`src/rtl/ehl_ddr_wrlvl_ctrl.sv`:
```
// ehl_ddr_wrlvl_ctrl
// DDR3 write-leveling sequencer. Walks the enabled ranks in ascending order,
// switches each into write-leveling mode via MR1, runs every byte-lane
// training engine in parallel, stores the coefficients for the rank and
// switches the rank back out of write-leveling mode.
module ehl_ddr_wrlvl_ctrl #(
    parameter int LANES = 2,
    parameter int TMO   = 1023
) (
    input  logic                 clk,
    input  logic                 reset_n,
    input  logic                 start,
    input  logic [3:0]           rank_en,
    input  logic [15:0]          mr1_val,
    input  logic [5:0]           twlmrd,
    output logic                 mrs_req,
    output logic [1:0]           mrs_rank,
    output logic [15:0]          mrs_data,
    input  logic                 mrs_ack,
    output logic [3:0]           rank_sel,
    output logic [LANES-1:0]     trng_init,
    input  logic [LANES-1:0]     trng_done,
    input  logic [LANES-1:0]     trng_status,
    input  logic [4*LANES-1:0]   trng_result,
    output logic                 res_we,
    output logic [1:0]           res_rank,
    output logic [4*LANES-1:0]   res_data,
    output logic                 busy,
    output logic                 done,
    output logic [3:0]           fail_mask
);

    localparam int TW = (TMO < 2) ? 1 : $clog2(TMO + 1);
    localparam logic [TW-1:0] TMO_LOAD = TW'(TMO);

    typedef enum logic [3:0] {
        IDLE,
        SEL,
        MRS_ON,
        WAIT_ON,
        TRN_START,
        TRN_WAIT,
        STORE,
        MRS_OFF,
        WAIT_OFF,
        FIN
    } state_t;

    state_t               state_q, state_d;
    logic [3:0]           rank_en_q, rank_en_d;
    logic [3:0]           trained_q, trained_d;
    logic [1:0]           rank_q, rank_d;
    logic [3:0]           rank_sel_q, rank_sel_d;
    logic                 mrs_req_q, mrs_req_d;
    logic [1:0]           mrs_rank_q, mrs_rank_d;
    logic [15:0]          mrs_data_q, mrs_data_d;
    logic [LANES-1:0]     trng_init_q, trng_init_d;
    logic                 res_we_q, res_we_d;
    logic [1:0]           res_rank_q, res_rank_d;
    logic [4*LANES-1:0]   res_data_q, res_data_d;
    logic                 busy_q, busy_d;
    logic                 done_q, done_d;
    logic [3:0]           fail_mask_q, fail_mask_d;
    logic [5:0]           wait_cnt_q, wait_cnt_d;
    logic [TW-1:0]        tmo_cnt_q, tmo_cnt_d;

    logic [3:0]           pending;
    logic                 sel_found;
    logic [1:0]           sel_idx;
    logic [5:0]           wait_load;
    logic [15:0]          mr1_wl_on;
    logic [15:0]          mr1_wl_off;

    assign pending    = rank_en_q & ~trained_q;
    // A zero tWLMRD setting still waits one cycle.
    assign wait_load  = (twlmrd == 6'd0) ? 6'd1 : twlmrd;
    // MR1 bit 7 is the write-leveling enable.
    assign mr1_wl_on  = {mr1_val[15:8], 1'b1, mr1_val[6:0]};
    assign mr1_wl_off = {mr1_val[15:8], 1'b0, mr1_val[6:0]};

    // Lowest-index enabled rank that has not been trained yet.
    always_comb begin
        sel_found = 1'b0;
        sel_idx   = 2'd0;
        for (int r = 3; r >= 0; r--) begin
            if (pending[r]) begin
                sel_found = 1'b1;
                sel_idx   = 2'(r);
            end
        end
    end

    // Next-state logic; every output register is computed from the state being entered.
    always_comb begin
        state_d     = state_q;
        rank_en_d   = rank_en_q;
        trained_d   = trained_q;
        rank_d      = rank_q;
        rank_sel_d  = rank_sel_q;
        mrs_req_d   = mrs_req_q;
        mrs_rank_d  = mrs_rank_q;
        mrs_data_d  = mrs_data_q;
        trng_init_d = '0;
        res_we_d    = 1'b0;
        res_rank_d  = res_rank_q;
        res_data_d  = res_data_q;
        done_d      = 1'b0;
        fail_mask_d = fail_mask_q;
        wait_cnt_d  = wait_cnt_q;
        tmo_cnt_d   = tmo_cnt_q;

        case (state_q)
            IDLE: begin
                if (start) begin
                    fail_mask_d = 4'd0;
                    rank_en_d   = rank_en;
                    trained_d   = 4'd0;
                    state_d     = SEL;
                end
            end
            SEL: begin
                if (sel_found) begin
                    rank_d     = sel_idx;
                    rank_sel_d = 4'b0001 << sel_idx;
                    mrs_req_d  = 1'b1;
                    mrs_rank_d = sel_idx;
                    mrs_data_d = mr1_wl_on;
                    state_d    = MRS_ON;
                end else begin
                    done_d  = 1'b1;
                    state_d = FIN;
                end
            end
            MRS_ON: begin
                if (mrs_ack) begin
                    mrs_req_d  = 1'b0;
                    wait_cnt_d = wait_load;
                    state_d    = WAIT_ON;
                end
            end
            WAIT_ON: begin
                wait_cnt_d = wait_cnt_q - 6'd1;
                if (wait_cnt_q <= 6'd1) begin
                    trng_init_d = '1;
                    tmo_cnt_d   = TMO_LOAD;
                    state_d     = TRN_START;
                end
            end
            TRN_START: begin
                tmo_cnt_d = tmo_cnt_q - TW'(1);
                state_d   = TRN_WAIT;
            end
            TRN_WAIT: begin
                tmo_cnt_d = tmo_cnt_q - TW'(1);
                if (&trng_done) begin
                    res_we_d   = 1'b1;
                    res_rank_d = rank_q;
                    res_data_d = trng_result;
                    if (!(&trng_status)) begin
                        fail_mask_d[rank_q] = 1'b1;
                    end
                    state_d = STORE;
                end else if (tmo_cnt_q <= TW'(1)) begin
                    // Timed out: skip the result write but still leave leveling mode.
                    fail_mask_d[rank_q] = 1'b1;
                    mrs_req_d  = 1'b1;
                    mrs_rank_d = rank_q;
                    mrs_data_d = mr1_wl_off;
                    state_d    = MRS_OFF;
                end
            end
            STORE: begin
                mrs_req_d  = 1'b1;
                mrs_rank_d = rank_q;
                mrs_data_d = mr1_wl_off;
                state_d    = MRS_OFF;
            end
            MRS_OFF: begin
                if (mrs_ack) begin
                    mrs_req_d  = 1'b0;
                    wait_cnt_d = wait_load;
                    state_d    = WAIT_OFF;
                end
            end
            WAIT_OFF: begin
                wait_cnt_d = wait_cnt_q - 6'd1;
                if (wait_cnt_q <= 6'd1) begin
                    trained_d[rank_q] = 1'b1;
                    rank_sel_d        = 4'd0;
                    state_d           = SEL;
                end
            end
            FIN: begin
                state_d = IDLE;
            end
            default: begin
                state_d = IDLE;
            end
        endcase

        busy_d = (state_d != IDLE);
    end

    // State and output registers; reset returns everything to idle and zero.
    always_ff @(posedge clk) begin
        if (!reset_n) begin
            state_q     <= IDLE;
            rank_en_q   <= 4'd0;
            trained_q   <= 4'd0;
            rank_q      <= 2'd0;
            rank_sel_q  <= 4'd0;
            mrs_req_q   <= 1'b0;
            mrs_rank_q  <= 2'd0;
            mrs_data_q  <= 16'd0;
            trng_init_q <= '0;
            res_we_q    <= 1'b0;
            res_rank_q  <= 2'd0;
            res_data_q  <= '0;
            busy_q      <= 1'b0;
            done_q      <= 1'b0;
            fail_mask_q <= 4'd0;
            wait_cnt_q  <= 6'd0;
            tmo_cnt_q   <= '0;
        end else begin
            state_q     <= state_d;
            rank_en_q   <= rank_en_d;
            trained_q   <= trained_d;
            rank_q      <= rank_d;
            rank_sel_q  <= rank_sel_d;
            mrs_req_q   <= mrs_req_d;
            mrs_rank_q  <= mrs_rank_d;
            mrs_data_q  <= mrs_data_d;
            trng_init_q <= trng_init_d;
            res_we_q    <= res_we_d;
            res_rank_q  <= res_rank_d;
            res_data_q  <= res_data_d;
            busy_q      <= busy_d;
            done_q      <= done_d;
            fail_mask_q <= fail_mask_d;
            wait_cnt_q  <= wait_cnt_d;
            tmo_cnt_q   <= tmo_cnt_d;
        end
    end

    assign mrs_req   = mrs_req_q;
    assign mrs_rank  = mrs_rank_q;
    assign mrs_data  = mrs_data_q;
    assign rank_sel  = rank_sel_q;
    assign trng_init = trng_init_q;
    assign res_we    = res_we_q;
    assign res_rank  = res_rank_q;
    assign res_data  = res_data_q;
    assign busy      = busy_q;
    assign done      = done_q;
    assign fail_mask = fail_mask_q;

endmodule

```
`config.mk`:
```
export PLATFORM = sky130hd
export DESIGN_NAME = ehl_ddr_wrlvl_ctrl
export DESIGN_NICKNAME = d
export VERILOG_FILES = /design/src/rtl/ehl_ddr_wrlvl_ctrl.sv
export SDC_FILE = /design/constraint.sdc
export NUM_CORES = 1
export LEC_CHECK = 0
export BUFFER_PORTS_ARGS = -buffer_cell sky130_fd_sc_hd__buf_2
export CAP_MARGIN = 40
export CORE_MARGIN = 2
export CORE_UTILIZATION = 40
export DETAILED_ROUTE_END_ITERATION = 10
export PLACE_DENSITY = 0.67
export RECOVER_POWER = 25
export SYNTH_ARGS = -nofsm -noshare
export SYNTH_HDL_FRONTEND = slang
export SYNTH_SLANG_ARGS = --single-unit
```
`constraint.sdc`:
```
create_clock -name clk -period 2.6 [get_ports clk]
set_input_delay 0 -clock clk [delete_from_list [all_inputs] [get_ports clk]]
set_output_delay 0 -clock clk [all_outputs]
set_load 0.05 [all_outputs]
```
* Yosys cells after proc, flatten, opt, wreduce, memory -nomap -nowiden
Index checks and enable logic that the tools add are counted.
** Operators by class
- Reduce and logical (&&, ||, !) cells :: 29
- $lt $le $gt $ge :: 4
- Multiplexer cells :: 50
- Shifts and indexed selects :: 1
- Add/sub/neg operators :: 2
- Equal/unequal tests :: 17
- Bitwise gates (word level) :: 4
** Operators with widths (number)
- $mux W4 :: 15
- $mux W16 :: 3
- $pmux W16 S3 :: 1
- $pmux W4 S9 :: 1
- $pmux W4 S2 :: 3
- $pmux W10 S2 :: 1
- $reduce_and A2 Y1 :: 9
- $eq A4 B3 Y1 const B :: 4
- $mux W2 :: 8
- $mux W6 :: 2
- $ne A2 B2 Y1 const B :: 6
- $pmux W6 S2 :: 1
- $mux W1 :: 11
- $le A10 B1 Y1 const B :: 1
- $mux W10 :: 1
- $reduce_bool A2 Y1 :: 5
- $sub A10 B1 Y10 const B :: 1
- $reduce_and A3 Y1 :: 3
- $eq A4 B2 Y1 const B :: 2
- $or A4 B4 Y4 :: 2
- $reduce_and A4 Y1 :: 2
- $reduce_bool A4 Y1 :: 2
- $le A6 B1 Y1 const B :: 1
- $logic_not A6 Y1 :: 1
- other kinds (18) :: 21
** Storage, ports and cells
- Input port bits :: 42
- Output and inout port bits :: 42
- Logic and storage cells :: 124
- Bits in registers :: 72

* Depth between registers and ports, before layout
Gate-level depths: netlist of the first run.
- Depth after elaboration :: 9
- Mapped depth :: 8
- Mapped depth without buffers :: 7

* Worst setup path after synthesis of the first run
No wires, ideal clock.
- Kind :: register to register
- From :: reg tmo_cnt_q[4]
- To :: reg mrs_data_q[10], in the netlist mrs_data[10]
- Required time :: 2481 ps
- Path slack :: 478 ps
- Clock period less this slack :: 2122 ps
- Cell stages (with the launch flop) :: 7
- Data arrival time :: 2003 ps
- Setup time :: 119 ps
- Path through :: dfxtp_1 or4_4 or4_4 o21a_4 buf_6 o21ai_0 a21oi_1
** Between the ends
- Longest elaborated chain between the ends :: 3
** Ends and longest elaborated chain
- from (decl) :: line 65 : logic [TW-1:0] tmo_cnt_q, tmo_cnt_d;
- from (signal assigned) :: line 241 : tmo_cnt_q <= tmo_cnt_d;
- $le A10 B1 Y1 :: line 163 : end else if (tmo_cnt_q <= TW'(1)) begin
- $ne A2 B2 Y1 (no line)
- $reduce_and A4 Y1 (no line)
- to (signal assigned) :: line 232 : mrs_data_q <= mrs_data_d;
- to (decl) :: line 56 : logic [15:0] mrs_data_q, mrs_data_d;
No other way between the ends.
A chain may end at the register's enable or synchronous reset.

* Final worst setup path of the first run
- From :: reg tmo_cnt_q[4]
- To :: reg mrs_rank_q[1], in the netlist mrs_rank[1]
** Between the ends
- Longest elaborated chain between the ends :: 3
** Ends and longest elaborated chain
- $le A10 B1 Y1 :: line 163
- $ne A2 B2 Y1 (no line)
- $reduce_and A4 Y1 (no line)
- to (signal assigned) :: line 231 : mrs_rank_q <= mrs_rank_d;
- to (decl) :: line 55 : logic [1:0] mrs_rank_q, mrs_rank_d;
No other way between the ends.

==> key figures, run 1 <==
Worst hold path
  – Worst hold path class: input pin to flop

Pwr
  – Maximum vdd drop: 0.4862 mV
  – LEAKAGE: between 1.5 and 2 nW
  – PD cells: roughly 1000 mW/mm2

Logic synthesis
  – Post-synth top area share: 0.4351
  – Synth cell count leaders: dfxtp_1 (71), a21oi_1 (55), nor2_1 (40)
  – Synth Flop Type: dfxtp_1
  – Synthesized area: 0.003267 mm2
  – Most frequent cell after synthesis: dfxtp_1
  – Syn avg cell area: 8.463 um2
  – Post-synth cell types: 60
  – Sequential area share after synthesis: 0.4351
  – Synth area leader: dfxtp_1
  – #FFs+latches synth: 71
  – Synthesized net count: about 430
  – Synth Warn #: 0
  – Asr flop ratio synth: 0
  – Cells after Synth: 386
  – EDFF count, synth: 0
  – Top post-synthesis cells by area: dfxtp_1 (44%), a21oi_1 (8.4%), nor2_1 (4.6%), nand2_1 (4.0%), o21ai_0 (3.5%)

Global route
  – Met2 GRT Util: 0.3060
  – Antenna violations before repair: 0
  – Overflow after GRT: 0
  – Vias in the first global route: about 2800
  – All-Layer GR Usage: 0.1885
  – First-pass GRT wire length: roughly 13000 um
  – Grt met3 use: 0.03751
  – GR peak layer: met2
  – Largest net degree at the start of global routing: 30
  – M1 GR Usage: 0.2507

Timing
  – Setup_tns: 0 ps
  – Final Slew Violations: 0
  – Relative slew margins: 0.5143
  – Tmin final: about 2300 ps
  – Clock skew: 6.069 ps
  – Fin. Hold Viols: 0
  – FMAX: 0.4271 GHz
  – Slew @ Worst Pin: 719.1 ps
  – Hold slack: 69.63 ps
  – RSZ-0062 raised after global routing: no
  – Setup violators final: 0
  – Tcrit/Tclk final: 0.9004

Placed design
  – Dpl cell area: 0.003764 mm2
  – PortBufs: roughly 80
  – Post-detail-place hpwl: around 5600 um
  – RD Place Congestion: about 0.90
  – Placed cell count: 555

Cells and area
  – Layout Cells excl Fill: approximately 600
  – N_diodes: 0
  – Final instance area: 0.004254 mm2
  – Area growth syn-to-layout: 30.22%
  – Final #Nets: ~540
  – Layout cells sized above 1: 0.1833

Clocking
  – CTS root buf: clkbuf_8
  – Max clock buf depth: 2
  – Clk slew on worst S/H paths: about 70 ps
  – CTS tree: yes
  – H-tree levels: 3
  – Clk sink count: 71
  – Setup Fix Bufs, Post-CTS: 0
  – CTS Buf Count: 9
  – Clk_lat worst skew: 330 ps

Critical path
  – R2R Path Start: tmo_cnt_q[4]$_SDFFE_PN0P_
  – Flop2flop setup slack: 260 ps
  – CP Data Arrival Time: approximately 2600 ps
  – Crit-path max FO: 18
  – CP Capture Point: mrs_rank[1]$_SDFFE_PN0P_
  – Worst r2r dst: mrs_rank[1]$_SDFFE_PN0P_
  – WP data required: 2850 ps
  – Setup CP Type: flop to flop
  – Crit path from: tmo_cnt_q[4]$_SDFFE_PN0P_
  – Reg2Reg Depth: 5
  – Crit start category: flop
  – CP Capture Type: flop

Route
  – Via density: about 5.2
  – Detailed-route DRC error count: 0
  – Drt first pass iters: 5
  – DRT Wirelength: about 8100 um
  – Vias: approximately 3100
  – Routed length per placed instance: 13.41 um
  – DRT iter0 DRCs: 168
  – Post-DRT Antenna Nets: 0

Floorplan
  – Ports: 84
  – DIE AREA: 0.008906 mm2
  – Die Y: ~94 um
  – Std cell rows: 32
  – Die width: approximately 94 um
  – Initial Utilization: 0.4184
  – Core Area: between 0.007 and 0.008 mm2

Outcome
  – Status: finished clean

Flow run
  – # Max-Cap Violations: 0
[repair_timing]
action / CTS / global route
gates resized for setup: 0 / 0
hold buffers: 33 / 0
endpoints found under the hold margin: 36 / 0
[report_power, final]
part / internal (mW) / switching [mW]
clock: 0.450 / 0.393
sequential: 1.30 / 0.206
combinational: 0.746 / 1.20
[worst max-delay path, cell delays in order, from the launching register on]
cell,delay [ps]
dfxtp_1,360
or4_4,580
or4_4,560
o21ai_4,400
a21oi_1,140
a211oi_1,210
[stage by stage]
step / setup slack [ps] / total power, mW / util
floorplan: 477.5 / 3.041 / -
global placement: 301.6 / 3.401 / 0.4785
detailed placement: 272.5 / 3.445 / 0.4821
CTS: 251.0 / 4.336 / 0.5494
global route: 52.52 / 4.616 / 0.5449
finish: 258.8 / 4.300 / 0.5449
[cells by family (layout without fill, tap and decap cells)]
logic type | count (synthesis) | after routing | synth area share
simple gates | 143 | 143 | 0.2237
compound gates | 117 | 117 | 0.2218
mux | 11 | 11 | 0.03562
flops | 71 | 71 | 0.4351
buf+inv | 33 | 149 | 0.04979
fa+ha+maj | 4 | 4 | 0.01532
xor+xnor | 7 | 7 | 0.01877
[worst min path at each step]
stage / start / end / slack [ps] / cells after the start
floorplan: trng_result[7] / res_data[7]$_SDFFE_PN0P_ / 140 / 2
global placement: rank_en[3] / rank_en_q[3]$_SDFFE_PN0P_ / 230 / 3
detailed placement: rank_en[3] / rank_en_q[3]$_SDFFE_PN0P_ / 240 / 3
CTS: twlmrd[1] / wait_cnt_q[1]$_SDFFE_PN0P_ / 60 / 3
global route: twlmrd[1] / wait_cnt_q[1]$_SDFFE_PN0P_ / 100 / 3
finish: twlmrd[1] / wait_cnt_q[1]$_SDFFE_PN0P_ / 70 / 3
[area by class of cell]
class	count	area [um2]
fill	753	3553
inverter	9	33.78
tap	102	127.6
multi-input combinational	282	1683
sequential	71	1421
clock inverter	2	12.51
timing repair buffer	124	793.3
clock buffer	14	182.7
[per-layer routing]
metal / share of wire / wire length (um)
met3: 0.054 / 441
met1: 0.46 / 3765
met5: 0 / 0
met2: 0.46 / 3739
met4: 0.019 / 153
[state kept, by name (all words and copies together), names as in the netlist, 4 cells and up]
signal,count
fail_mask,4
mrs_data,16
rank_en_q,4
rank_sel,4
res_data,8
state_q,4
tmo_cnt_q,10
trained_q,4
wait_cnt_q,6
[cells in the final DEF (no fill, tap or decap), types with 4 or more instances in the layout]
| master | instances |
|---|---|
| a21oi_1 | 55 |
| nor2b_1 | 10 |
| o21ai_0 | 23 |
| mux2i_1 | 8 |
| nand2_1 | 35 |
| clkbuf_8 | 13 |
| nor2_1 | 40 |
| inv_1 | 8 |
| ha_1 | 4 |
| dfxtp_1 | 71 |
| buf_2 | 54 |
| buf_4 | 8 |
| xor2_1 | 5 |
| clkbuf_1 | 29 |
| nand3_1 | 17 |
| a211oi_1 | 7 |
| dlygate4sd3_1 | 33 |
| nor3_1 | 10 |
| or3_1 | 4 |
No activity file was read; power rests on OpenSTA's default activity.
==> run 2: changes to the inputs <==
PLACE_DENSITY = default   (was 0.67)
==> key figures, run 2 (synthesis results as in run 1) <==
Outcome
  – Status: finished clean

Critical path
  – Critical path's slowest cell: or4_4
  – WP data required: 2870 ps (+20 ps)
  – Max incr delay on CP: 580 ps (about the same)
  – Crit path max-delay family: simple AND/OR/NAND/NOR gates
  – R2R Path Start: tmo_cnt_q[4]$_SDFFE_PN0P_
  – Setup CP Type: flop to flop
  – Worst Path Buf+Inv: 0 (unchanged)
  – CP Data Arrival Time: 2610 ps (+20 ps)
  – Crit start category: flop
  – Worst r2r dst: mrs_rank[0]$_SDFFE_PN0P_
  – CP cell instances: or4_4 > or4_4 > o21ai_4 > a21oi_1 > a211oi_1
  – Crit-path most repeated cell: or4_4
  – Crit-path max FO: 18 (unchanged)
  – Flop2flop setup slack: 260 ps (about the same)
  – CP Capture Type: flop
  – Reg2Reg Depth: 5 (unchanged)

Pwr
  – Maximum vdd drop: 0.5889 mV (+21%)
  – Overall power: 4.485 mW (+4.3%)
  – LEAKAGE: 1.665 nW (+0.45%)
  – PD cells: 1049 mW/mm2 (+3.8%)

Cells and area
  – Final #Nets: 542 (-0.18%)
  – Layout Cells excl Fill: 603 (-0.17%)
  – Layout cells sized above 1: 0.1816 (-0.001630)
  – Area growth syn-to-layout: 30.87%
  – Largest register FFs: 16 (unchanged)
  – Commonest non-fill, non-tap cells in the layout: dfxtp_1 (71), a21oi_1 (55), buf_2 (54), nor2_1 (40), nand2_1 (35)
  – # fillers: 775 (+2.9%)
  – Most common cell after layout, fill and taps aside: dfxtp_1
  – N_diodes: 0 (unchanged)
  – Core Util, Final: 0.5476 (+0.002724)

Global route
  – M1 GR Usage: 0.2387 (-0.01206)
  – GR peak layer: met2
  – Antenna violations before repair: 0 (unchanged)
  – First-pass GRT wire length: 13590 um (+2.6%)
  – Largest net degree at the start of global routing: 43 (+43%)
  – Met2 GRT Util: 0.3262 (+0.02024)
  – Overflow after GRT: 0 (unchanged)
  – All-Layer GR Usage: 0.1944 (+0.005902)
  – Vias in the first global route: 2953 (+5.5%)
  – Grt met3 use: 0.05507 (+0.01756)

Route
  – Routed length per placed instance: 13.91 um (+3.7%)
  – Vias: 3133 (-0.32%)
  – DRT Wirelength: 8388 um (+3.6%)
  – Via density: 5.196 (-0.15%)
  – Post-DRT Antenna Nets: 0 (unchanged)
  – Drt first pass iters: 4 (-1)
  – DRT iter0 DRCs: 128 (-24%)
  – Detailed-route DRC error count: 0 (unchanged)

Floorplan
  – DIE AREA: 0.008906 mm2 (unchanged)
  – Ports: 84 (unchanged)
  – Std cell rows: 32 (unchanged)
  – Initial Utilization: 0.4184 (unchanged)
  – Die Y: 94.37 um (unchanged)
  – Core Area: 0.007807 mm2 (unchanged)
  – Die width: 94.37 um (unchanged)

Clocking
  – H-tree levels: 3 (unchanged)
  – Clk_lat worst skew: 350 ps (+20 ps)
  – Clk sink count: 71 (unchanged)
  – Max clock buf depth: 2 (unchanged)
  – Clk slew on worst S/H paths: 80 ps (about the same)
  – Setup Fix Bufs, Post-CTS: 0 (unchanged)
  – CTS root buf: clkbuf_8
  – CTS Buf Count: 9 (unchanged)
  – Post-CTS resize count: 0 (unchanged)
  – CTS tree: yes

Timing
  – Fin. Hold Viols: 0 (unchanged)
  – Tcrit/Tclk final: 0.9009 (about the same)
  – Final Slew Violations: 0 (unchanged)
  – Tmin final: 2342 ps (+1.217 ps)
  – RSZ-0062 raised after global routing: no
  – FMAX: 0.4269 GHz (about the same)
  – Clock skew: 6.071 ps (+0.001420 ps)
  – Worst Slack Setup Final: 257.6 ps (-1.217 ps)
  – Relative slew margins: 0.5313 (+0.01704)
  – Slew @ Worst Pin: 693.9 ps (-25.23 ps)
  – Setup violators final: 0 (unchanged)
  – Setup_tns: 0 ps (unchanged)

Flow run
  – # Max-Cap Violations: 0 (unchanged)

Worst hold path
  – Hold Path Depth: 3 (unchanged)
  – Hold Crit Start: twlmrd[1]
  – Hold endpoint: wait_cnt_q[1]$_SDFFE_PN0P_
  – Worst hold path class: input pin to flop

Placed design
  – Post-detail-place hpwl: 5632 um (+0.88%)
  – Placed cell count: 554 (-0.18%)
  – Pre-CTS setup slack: 247.9 ps (-24.60 ps)
  – RD Place Congestion: 0.8381 (-6.5%)
  – PortBufs: 82 (unchanged)
[run 2: cell types whose count changed in the layout (fill, tap and decap cells not counted)]
cell       before  now
buf_4           8    7
buf_12          0    1
buf_16          1    0
clkinv_2        1    0
inv_6           0    1
bufinv_16       0    2
clkbuf_8       13   11
[run 2: worst max-delay path by stage]
| stage | from | to | cells past startpoint |
|---|---|---|---|
| floorplan | tmo_cnt_q[4]$_SDFFE_PN0P_ | mrs_data[10]$_SDFFE_PN0P_ | 6 |
| global placement | tmo_cnt_q[4]$_SDFFE_PN0P_ | mrs_rank[0]$_SDFFE_PN0P_ | 5 |
| detailed placement | tmo_cnt_q[4]$_SDFFE_PN0P_ | mrs_rank[0]$_SDFFE_PN0P_ | 5 |
| CTS | tmo_cnt_q[4]$_SDFFE_PN0P_ | mrs_rank[0]$_SDFFE_PN0P_ | 5 |
| global route | tmo_cnt_q[4]$_SDFFE_PN0P_ | mrs_rank[1]$_SDFFE_PN0P_ | 5 |
| finish | tmo_cnt_q[4]$_SDFFE_PN0P_ | mrs_rank[0]$_SDFFE_PN0P_ | 5 |
[run 2: area by class of cell]
type | instances | area, um2 | share of cell area
clock buffers | 12 | 155.1 | 0.03629
clock inverters | 4 | 76.32 | 0.01785
inverters | 9 | 33.78 | 0.007902
multi-input cells | 282 | 1683 | 0.3936
flip-flops and latches | 71 | 1421 | 0.3325
well taps | 102 | 127.6 | 0.02985
repair buffers | 123 | 778.2 | 0.1820
[run 2: where the power goes]
part	switching (mW)	internal [mW]	total, mW
Clock	0.426	0.597	1.02
Combinational	1.21	0.745	1.95
Sequential	0.208	1.30	1.51
Total	1.84	2.64	4.48
[run 2: routing by layer]
metal / wire [um] / vias to the layer above
li1: - / 1603
met1: 3844 / 1437
met2: 3945 / 83
met3: 448 / 10
met4: 149 / 0
met5: 0 / -
[run 2: repair_timing]
item	CTS	global route
hold endpoints to repair	37	0
hold buffers	33	0
setup endpoints to repair	0	0
[run 2: worst register-to-register path, cell delays in order, from the launching register on]
cell and delay (ps):
dfxtp_1 370, or4_4 580, or4_4 560, o21ai_4 420, a21oi_1 120, a211oi_1 210
[run 2: metrics by stage]
step / hold slack (ps) / area [um2]
floorplan: 136.0 / 3267
global placement: 231.1 / 3729
detailed placement: 236.8 / 3749
CTS: 12.10 / 4310
global route: 31.48 / 4275
finish: 27.44 / 4275
